==> src/rtl/ftsd_pkg.sv <==
// Shared constants and helpers for the seven-segment scan engine.
package ftsd_pkg;

  localparam int unsigned FTSD_N_DIGITS             = 4;
  localparam int unsigned FTSD_DW                   = 3;
  localparam int unsigned FTSD_PRESCALE_100HZ       = 50000;
  localparam int unsigned FTSD_BLANK_DEFAULT        = 500;
  localparam int unsigned FTSD_BLINK_FRAMES_DEFAULT = 64;
  localparam int unsigned FTSD_MAX_DIGITS           = 32;

  // Active-low anode select: digit idx of n drives bit n-1-idx low.
  function automatic logic [FTSD_MAX_DIGITS-1:0] anode_onehot_n(input int unsigned idx,
                                                                input int unsigned n);
    return ~(FTSD_MAX_DIGITS'(1) << (n - 1 - idx));
  endfunction

endpackage

==> src/rtl/ftsd_scan_engine_if.sv <==
// Producer-facing bus of the scan engine: digit codes and controls in, anode/code drive out.
interface ftsd_scan_engine_if import ftsd_pkg::*; #(
  parameter int unsigned N_DIGITS = FTSD_N_DIGITS,
  parameter int unsigned DW       = FTSD_DW
) ();

  localparam int unsigned IW = (N_DIGITS > 1) ? $clog2(N_DIGITS) : 1;

  logic                   en;
  logic [N_DIGITS*DW-1:0] digits;
  logic [N_DIGITS-1:0]    dig_en;
  logic [N_DIGITS-1:0]    blink;
  logic [N_DIGITS-1:0]    ftsd_ctl;
  logic [DW-1:0]          ftsd;
  logic [IW-1:0]          digit_idx;
  logic                   frame_start;

  modport master (
    output en, digits, dig_en, blink,
    input  ftsd_ctl, ftsd, digit_idx, frame_start
  );

  modport slave (
    input  en, digits, dig_en, blink,
    output ftsd_ctl, ftsd, digit_idx, frame_start
  );

endinterface

==> src/rtl/ftsd_prescaler.sv <==
// Modulo-MOD counter with synchronous clear; exposes its next value and a wrap strobe.
module ftsd_prescaler #(
  parameter int unsigned MOD = 2,
  parameter int unsigned W   = 1
) (
  input  logic         clk,
  input  logic         rst,
  input  logic         clr,
  input  logic         inc,
  output logic [W-1:0] count_next_c,
  output logic         tc_c
);

  logic [W-1:0] count;

  always_comb begin
    tc_c         = inc && !clr && (count == W'(MOD - 1));
    count_next_c = count;
    if (clr || tc_c) begin
      count_next_c = '0;
    end else if (inc) begin
      count_next_c = count + W'(1);
    end
  end

  always_ff @(posedge clk or posedge rst) begin
    if (rst) count <= '0;
    else     count <= count_next_c;
  end

endmodule

==> src/rtl/ftsd_scan_engine.sv <==
// Self-timed seven-segment multiplexer: slot timing, frame snapshot, ghost blanking and blink.
// Output registers are loaded from next-state so they line up with the counters they describe.
module ftsd_scan_engine import ftsd_pkg::*; #(
  parameter int unsigned N_DIGITS     = FTSD_N_DIGITS,
  parameter int unsigned DW           = FTSD_DW,
  parameter int unsigned PRESCALE     = FTSD_PRESCALE_100HZ,
  parameter int unsigned BLANK_CYCLES = FTSD_BLANK_DEFAULT,
  parameter int unsigned BLINK_FRAMES = FTSD_BLINK_FRAMES_DEFAULT
) (
  input logic                clk,
  input logic                rst,
  ftsd_scan_engine_if.slave  bus
);

  localparam int unsigned IW = (N_DIGITS > 1) ? $clog2(N_DIGITS) : 1;
  localparam int unsigned CW = $clog2(PRESCALE);
  localparam int unsigned FW = (BLINK_FRAMES > 1) ? $clog2(BLINK_FRAMES) : 1;

  logic                         running, running_n;
  logic [IW-1:0]                idx, idx_n;
  logic                         phase, phase_n;
  logic [N_DIGITS-1:0][DW-1:0]  shadow, shadow_n;
  logic [CW-1:0]                cnt_n;
  logic [FW-1:0]                frame_cnt_unused;
  logic                         clr, slot_tc, frame_tc, last_slot, frame_wrap, lit;
  logic [N_DIGITS-1:0]          ctl_q, ctl_n;
  logic [DW-1:0]                ftsd_q, ftsd_n;
  logic                         fs_q, fs_n;

  // Disabled, or first enabled edge: restart the scan at slot 0, cnt 0.
  assign clr        = !bus.en || !running;
  assign last_slot  = (idx == IW'(N_DIGITS - 1));
  assign frame_wrap = slot_tc && last_slot;

  ftsd_prescaler #(.MOD(PRESCALE), .W(CW)) u_slot (
    .clk          (clk),
    .rst          (rst),
    .clr          (clr),
    .inc          (1'b1),
    .count_next_c (cnt_n),
    .tc_c         (slot_tc)
  );

  ftsd_prescaler #(.MOD(BLINK_FRAMES), .W(FW)) u_frame (
    .clk          (clk),
    .rst          (rst),
    .clr          (clr),
    .inc          (frame_wrap),
    .count_next_c (frame_cnt_unused),
    .tc_c         (frame_tc)
  );

  // Next-state: slot index, blink phase, frame snapshot.
  always_comb begin
    idx_n     = idx;
    phase_n   = phase;
    shadow_n  = shadow;
    running_n = bus.en;
    if (clr) begin
      idx_n   = '0;
      phase_n = 1'b0;
    end else begin
      if (slot_tc)  idx_n   = last_slot ? '0 : idx + IW'(1);
      if (frame_tc) phase_n = ~phase;
    end
    if ((bus.en && !running) || frame_wrap) shadow_n = bus.digits;
  end

  // Output values derived from next-state; enable and blink masks are taken live.
  always_comb begin
    lit    = bus.en && (cnt_n >= CW'(BLANK_CYCLES)) && bus.dig_en[idx_n] &&
             !(bus.blink[idx_n] && phase_n);
    ctl_n  = lit ? N_DIGITS'(anode_onehot_n(32'(idx_n), N_DIGITS)) : '1;
    fs_n   = bus.en && (idx_n == '0) && (cnt_n == '0);
    ftsd_n = shadow_n[idx_n];
  end

  always_ff @(posedge clk or posedge rst) begin
    if (rst) begin
      running <= 1'b0;
      idx     <= '0;
      phase   <= 1'b0;
      shadow  <= '0;
      ctl_q   <= '1;
      ftsd_q  <= '0;
      fs_q    <= 1'b0;
    end else begin
      running <= running_n;
      idx     <= idx_n;
      phase   <= phase_n;
      shadow  <= shadow_n;
      ctl_q   <= ctl_n;
      ftsd_q  <= ftsd_n;
      fs_q    <= fs_n;
    end
  end

  assign bus.ftsd_ctl    = ctl_q;
  assign bus.ftsd        = ftsd_q;
  assign bus.digit_idx   = idx;
  assign bus.frame_start = fs_q;

endmodule
==> src/flat_wrapper.sv <==
// flat-port wrapper written by rule: the top's interface ports become plain ports
module ftsd_scan_engine_flat import ftsd_pkg::*;
#(
  parameter int unsigned N_DIGITS     = FTSD_N_DIGITS,
  parameter int unsigned DW           = FTSD_DW,
  parameter int unsigned PRESCALE     = FTSD_PRESCALE_100HZ,
  parameter int unsigned BLANK_CYCLES = FTSD_BLANK_DEFAULT,
  parameter int unsigned BLINK_FRAMES = FTSD_BLINK_FRAMES_DEFAULT
)
  (clk, rst, bus_en, bus_digits, bus_dig_en, bus_blink, bus_ftsd_ctl, bus_ftsd, bus_digit_idx, bus_frame_start);
  ftsd_scan_engine_if #(.N_DIGITS(N_DIGITS), .DW(DW)) bus_i ();
  input logic clk;
  input logic rst;
  input wire logic [$bits(bus_i.en)-1:0] bus_en;
  input wire logic [$bits(bus_i.digits)-1:0] bus_digits;
  input wire logic [$bits(bus_i.dig_en)-1:0] bus_dig_en;
  input wire logic [$bits(bus_i.blink)-1:0] bus_blink;
  output wire logic [$bits(bus_i.ftsd_ctl)-1:0] bus_ftsd_ctl;
  output wire logic [$bits(bus_i.ftsd)-1:0] bus_ftsd;
  output wire logic [$bits(bus_i.digit_idx)-1:0] bus_digit_idx;
  output wire logic [$bits(bus_i.frame_start)-1:0] bus_frame_start;
  assign bus_i.en = bus_en;
  assign bus_i.digits = bus_digits;
  assign bus_i.dig_en = bus_dig_en;
  assign bus_i.blink = bus_blink;
  assign bus_ftsd_ctl = bus_i.ftsd_ctl;
  assign bus_ftsd = bus_i.ftsd;
  assign bus_digit_idx = bus_i.digit_idx;
  assign bus_frame_start = bus_i.frame_start;
  ftsd_scan_engine #(.N_DIGITS(N_DIGITS), .DW(DW), .PRESCALE(PRESCALE), .BLANK_CYCLES(BLANK_CYCLES), .BLINK_FRAMES(BLINK_FRAMES)) u_core (.clk(clk), .rst(rst), .bus(bus_i));
endmodule
==> config.mk <==
export PLATFORM = sky130hd
export DESIGN_NAME = ftsd_scan_engine_flat
export DESIGN_NICKNAME = d
export VERILOG_FILES = /design/src/rtl/ftsd_pkg.sv /design/src/rtl/ftsd_scan_engine_if.sv /design/src/rtl/ftsd_prescaler.sv /design/src/rtl/ftsd_scan_engine.sv /design/src/flat_wrapper.sv
export SDC_FILE = /design/constraint.sdc
export NUM_CORES = 1
export LEC_CHECK = 0
export ABC_CLOCK_PERIOD_IN_PS = 2600
export BUFFER_PORTS_ARGS = -buffer_cell sky130_fd_sc_hd__buf_2
export CAP_MARGIN = 20
export CORE_ASPECT_RATIO = 0.6
export CORE_MARGIN = 2
export CORE_UTILIZATION = 54
export CTS_BUF_LIST = sky130_fd_sc_hd__clkbuf_8
export DETAILED_ROUTE_END_ITERATION = 16
export PLACE_DENSITY = 0.79
export SLEW_MARGIN = 20
export SYNTH_ARGS = -nofsm -noshare
export SYNTH_HDL_FRONTEND = slang
export SYNTH_SLANG_ARGS = --single-unit
==> constraint.sdc <==
create_clock -name clk -period 2.6 [get_ports clk]
set_clock_uncertainty 0.05 [all_clocks]
set_input_delay 0.39 -clock clk [delete_from_list [all_inputs] [get_ports clk]]
set_output_delay 0.39 -clock clk [all_outputs]
set_load 0.01 [all_outputs]
==> summary.md <==
| Metric | Value |
|---|---|
| Status | finished with violations |
| Failing checks | setup timing |
| Sequential Power Share | about half |
| Residual overflow from global routing | 0 |
| Fraction of registers with async set/reset | 100% |
| Finished Core Util | 71.7% |
| Drt pass-1 iters | 4 |
| Rel. slew slack | between 40% and 50% |
| Synth cell types | 47 |
| # fillers | around 300 |
| Comb pwr share | 8.3% |
| Most frequent cells in the layout | dfrtp_1 (42), buf_2 (32), nor2_1 (30) |
| Initial antenna violation count | 0 |
| Worst setup margin | -34.6 ps |
| Placed wire-length estimate | 4010 um |
| Max Clk Rate | about 380 MHz |
| Syn Inst Count | ~230 |
| Period utilization | 101% |
| Max Root-Sink Buffers | 2 |
| Ports | 33 |
| Hold Fails Final Rpt | 0 |
| Max-cap violations | 0 |
| Die area | just over 5000 um2 |
| Delay-heaviest family, CP | simple AND/OR/NAND/NOR gates |
| Main flop type after synthesis | dfrtp_1 |
| Worst path cell trace | or4b_4 > nor4_4 > buf_4 > mux2i_4 > mux2_4 > o211ai_4 > nand4b_1 |
| CTS H-tree depth | 2 |
| Die Height | 56.0 um |
| Row cnt | 18 |
| Share of layout cells above drive strength 1 | about a third |
| Most common cell after layout, fill and taps aside | dfrtp_1 |
| Sw Share | around a fifth |
| Crit Path Category | flop to flop |
| Ant diodes | 0 |
| Detailed Route WL | between 5000 and 6000 um |
| Core area | 4210 um2 |
| CP Launch Type | flop |
| Synth warnings | 0 |
| Vias/cell | between 5 and 6 |
| Max FO, Critical Path | 5 |
| Delay of the slowest cell on the worst path | 560 ps |
| GRT Total Usage | ~22% |
| PD cells | 513 nW/um2 |
| TritonCTS buffer count | 5 |
| Layout area overhead | 24.0% |
| Final-report setup violation count | 4 |
| EDFF count, synth | 0 |
| Worst vdd ir | about 0.00044 V |
| Initial Util | between 50 and 60% |
| Detailed router's first-iteration violation count | between 100 and 150 |
| Detailed-route DRC error count | 0 |
| Final net count | around 320 |
| Final Slew Violations | 0 |
| Int Power | 0.00122 W |
| First-pass GRT wire length | ~9000 um |
| WL per Instance | approximately 16 um |
| Clock tree from TritonCTS | done |
| CP Capture Type | flop |
| Arrival time worst endpoint | 2800 ps |
| Sink Count | between 40 and 50 |
| Total leakage power | 1.30 nW |
| Crit path buffers/inverters | 1 |
| CTS clk-pin slew, worst paths | approximately 90 ps |
| Worst hold path type | primary input to async pin |
| Die Span X | slightly above 90 um |
| Final min period | between 2000 and 3000 ps |
| Root Buffer | clkbuf_8 |
| Antenna-violating nets left | 0 |
| Net Count, Synth | roughly 260 |
| Vias | 1966 |
| Yosys reg bits | 46 |
| Crit-path slowest cell | or4b_4 |
| Vias in the first global route | approximately 1800 |
| CP Data Required Time | roughly 2800 ps |
| Unrepaired setup endpoints after global routing | true |
| Clock Power Share | 42.3% |
| Pin count of the biggest net entering global routing | 47 |
| Worst skew pair latency | 300 ps |
| Register area | ~1200 um2 |
| Final GP Congestion | 0.896 |
| Post-synthesis cell area | approximately 2400 um2 |
| Avg Cell Area, Syn | 10.6 um2 |
| Setup TNS | -85.7 ps |
| Multi-input gate area in the final layout | around 1300 um2 |
| Worst slew pin tran | approximately 800 ps |
| Seq/Total Area, Yosys | roughly 47% |
| Net Switching | 0.000326 W |
| Port buffer count | 32 |
## sequential cells by signal, indices dropped and copies added (netlist names)
name	cells
u_core.u_slot.count	16
u_core.shadow	12
u_core.u_frame.count	6
u_core.bus.ftsd_ctl	4
u_core.bus.ftsd	3
u_core.bus.digit_idx	2
u_core.bus.frame_start	1
u_core.phase	1
u_core.running	1
## worst register-to-register path: cells and delay by family, from the launching register on
family / cells / cell delay, ps
flops: 1 / 410
compound gates: 1 / 200
mux: 2 / 650
buf+inv: 1 / 200
simple gates: 3 / 1040
## worst paths after layout
| path | startpoint | cells past startpoint | slack (ps) | endpoint |
|---|---|---|---|---|
| worst max register to register | u_core.u_slot.count[4] | 7 | -30 | u_core.bus.ftsd_ctl[1] |
| worst max-delay path | u_core.u_slot.count[4] | 7 | -30 | u_core.bus.ftsd_ctl[1] |
| worst min register to register | u_core.shadow[1] | 1 | 450 | u_core.shadow[1] |
| min in group clk | bus_en | 1 | 250 | u_core.running |
| worst min-delay path | rst | 2 | 160 | u_core.u_slot.count[15] |
| max in group asynchronous | rst | 2 | 1870 | u_core.bus.digit_idx[0] |
## metal layers
metal  GRT usage, %  wire length [um]  share of wire (%)  up-vias
li1               -                 -                  -      943
met1           34.2              2820                 50      964
met2           30.5              2420                 43       54
met3           6.10               367                6.5        5
met4           3.96                21               0.37        0
met5              0                 0                  0        -
## cell type report
type                            count  area share [%]
Multi-Input combinational cell    173            41.5
Sequential cell                    46            38.3
Timing Repair Buffer               59            12.1
Clock buffer                        6            2.73
Tap cell                           60            2.48
Clock inverter                      2            1.99
Inverter                            7           0.911
## power groups by stage
stage | logic, W | registers [W] | clock network (W)
5_1_grt | 0.000144 | 0.000769 | 0.000700
2_1_floorplan | 0.0000750 | 0.000779 | 0
4_1_cts | 0.000127 | 0.000764 | 0.000662
3_3_place_gp | 0.000124 | 0.000776 | 0
6_report | 0.000129 | 0.000764 | 0.000656
3_5_place_dp | 0.000127 | 0.000777 | 0
## metrics by stage
step	total power, W	instance area [um2]	cells	hold slack, ps	worst slack (ps)
6_report	0.00155	3020	353	160	-34.6
5_1_grt	0.00161	3020	353	241	-104
4_1_cts	0.00155	2950	349	227	23.9
3_5_place_dp	0.000904	2810	341	439	31.4
3_3_place_gp	0.000899	2810	341	429	116
2_1_floorplan	0.000854	2450	231	371	13.4
## cell usage after synthesis, drive strengths merged (2+ instances only)
cell,count,area (um2)
and4,2,17.5
nand4,8,50.1
xnor2,11,96.3
o21ai,3,15.0
nor2,31,119
mux2,13,150
and2,3,18.8
or4,2,18.8
a21oi,4,20.0
ha,3,37.5
xor2,8,70.1
a31oi,3,18.8
buf,5,52.6
nor3b,2,15.0
nand2b,2,12.5
nand3,11,55.1
inv,7,26.3
a21o,2,22.5
nor4,3,25.0
or2,2,12.5
and3,3,18.8
dfrtp,42,1050
nand3b,4,30.0
mux2i,16,173
nand2,16,60.1
dfstp,4,105
nor3,8,40.0
## kinds of logic after synthesis
family                   synth area share (%)
XOR/XNOR                                 6.83
AND/OR/NAND/NOR                          21.6
AO/OA/AOI/OAI                            5.96
buffers and inverters                    3.39
adder cells (fa/ha/maj)                  1.54
multiplexers                             13.2
flip-flops                               47.4
## what timing repair did
| action | CTS | global route |
|---|---|---|
| hold buffers | 0 | 0 |
| setup buffers | 0 | 3 |
| endpoints found under the setup margin | 0 | 7 |
| gates resized for setup | 0 | 8 |
Note: power is estimated with default switching activity, not from simulation.
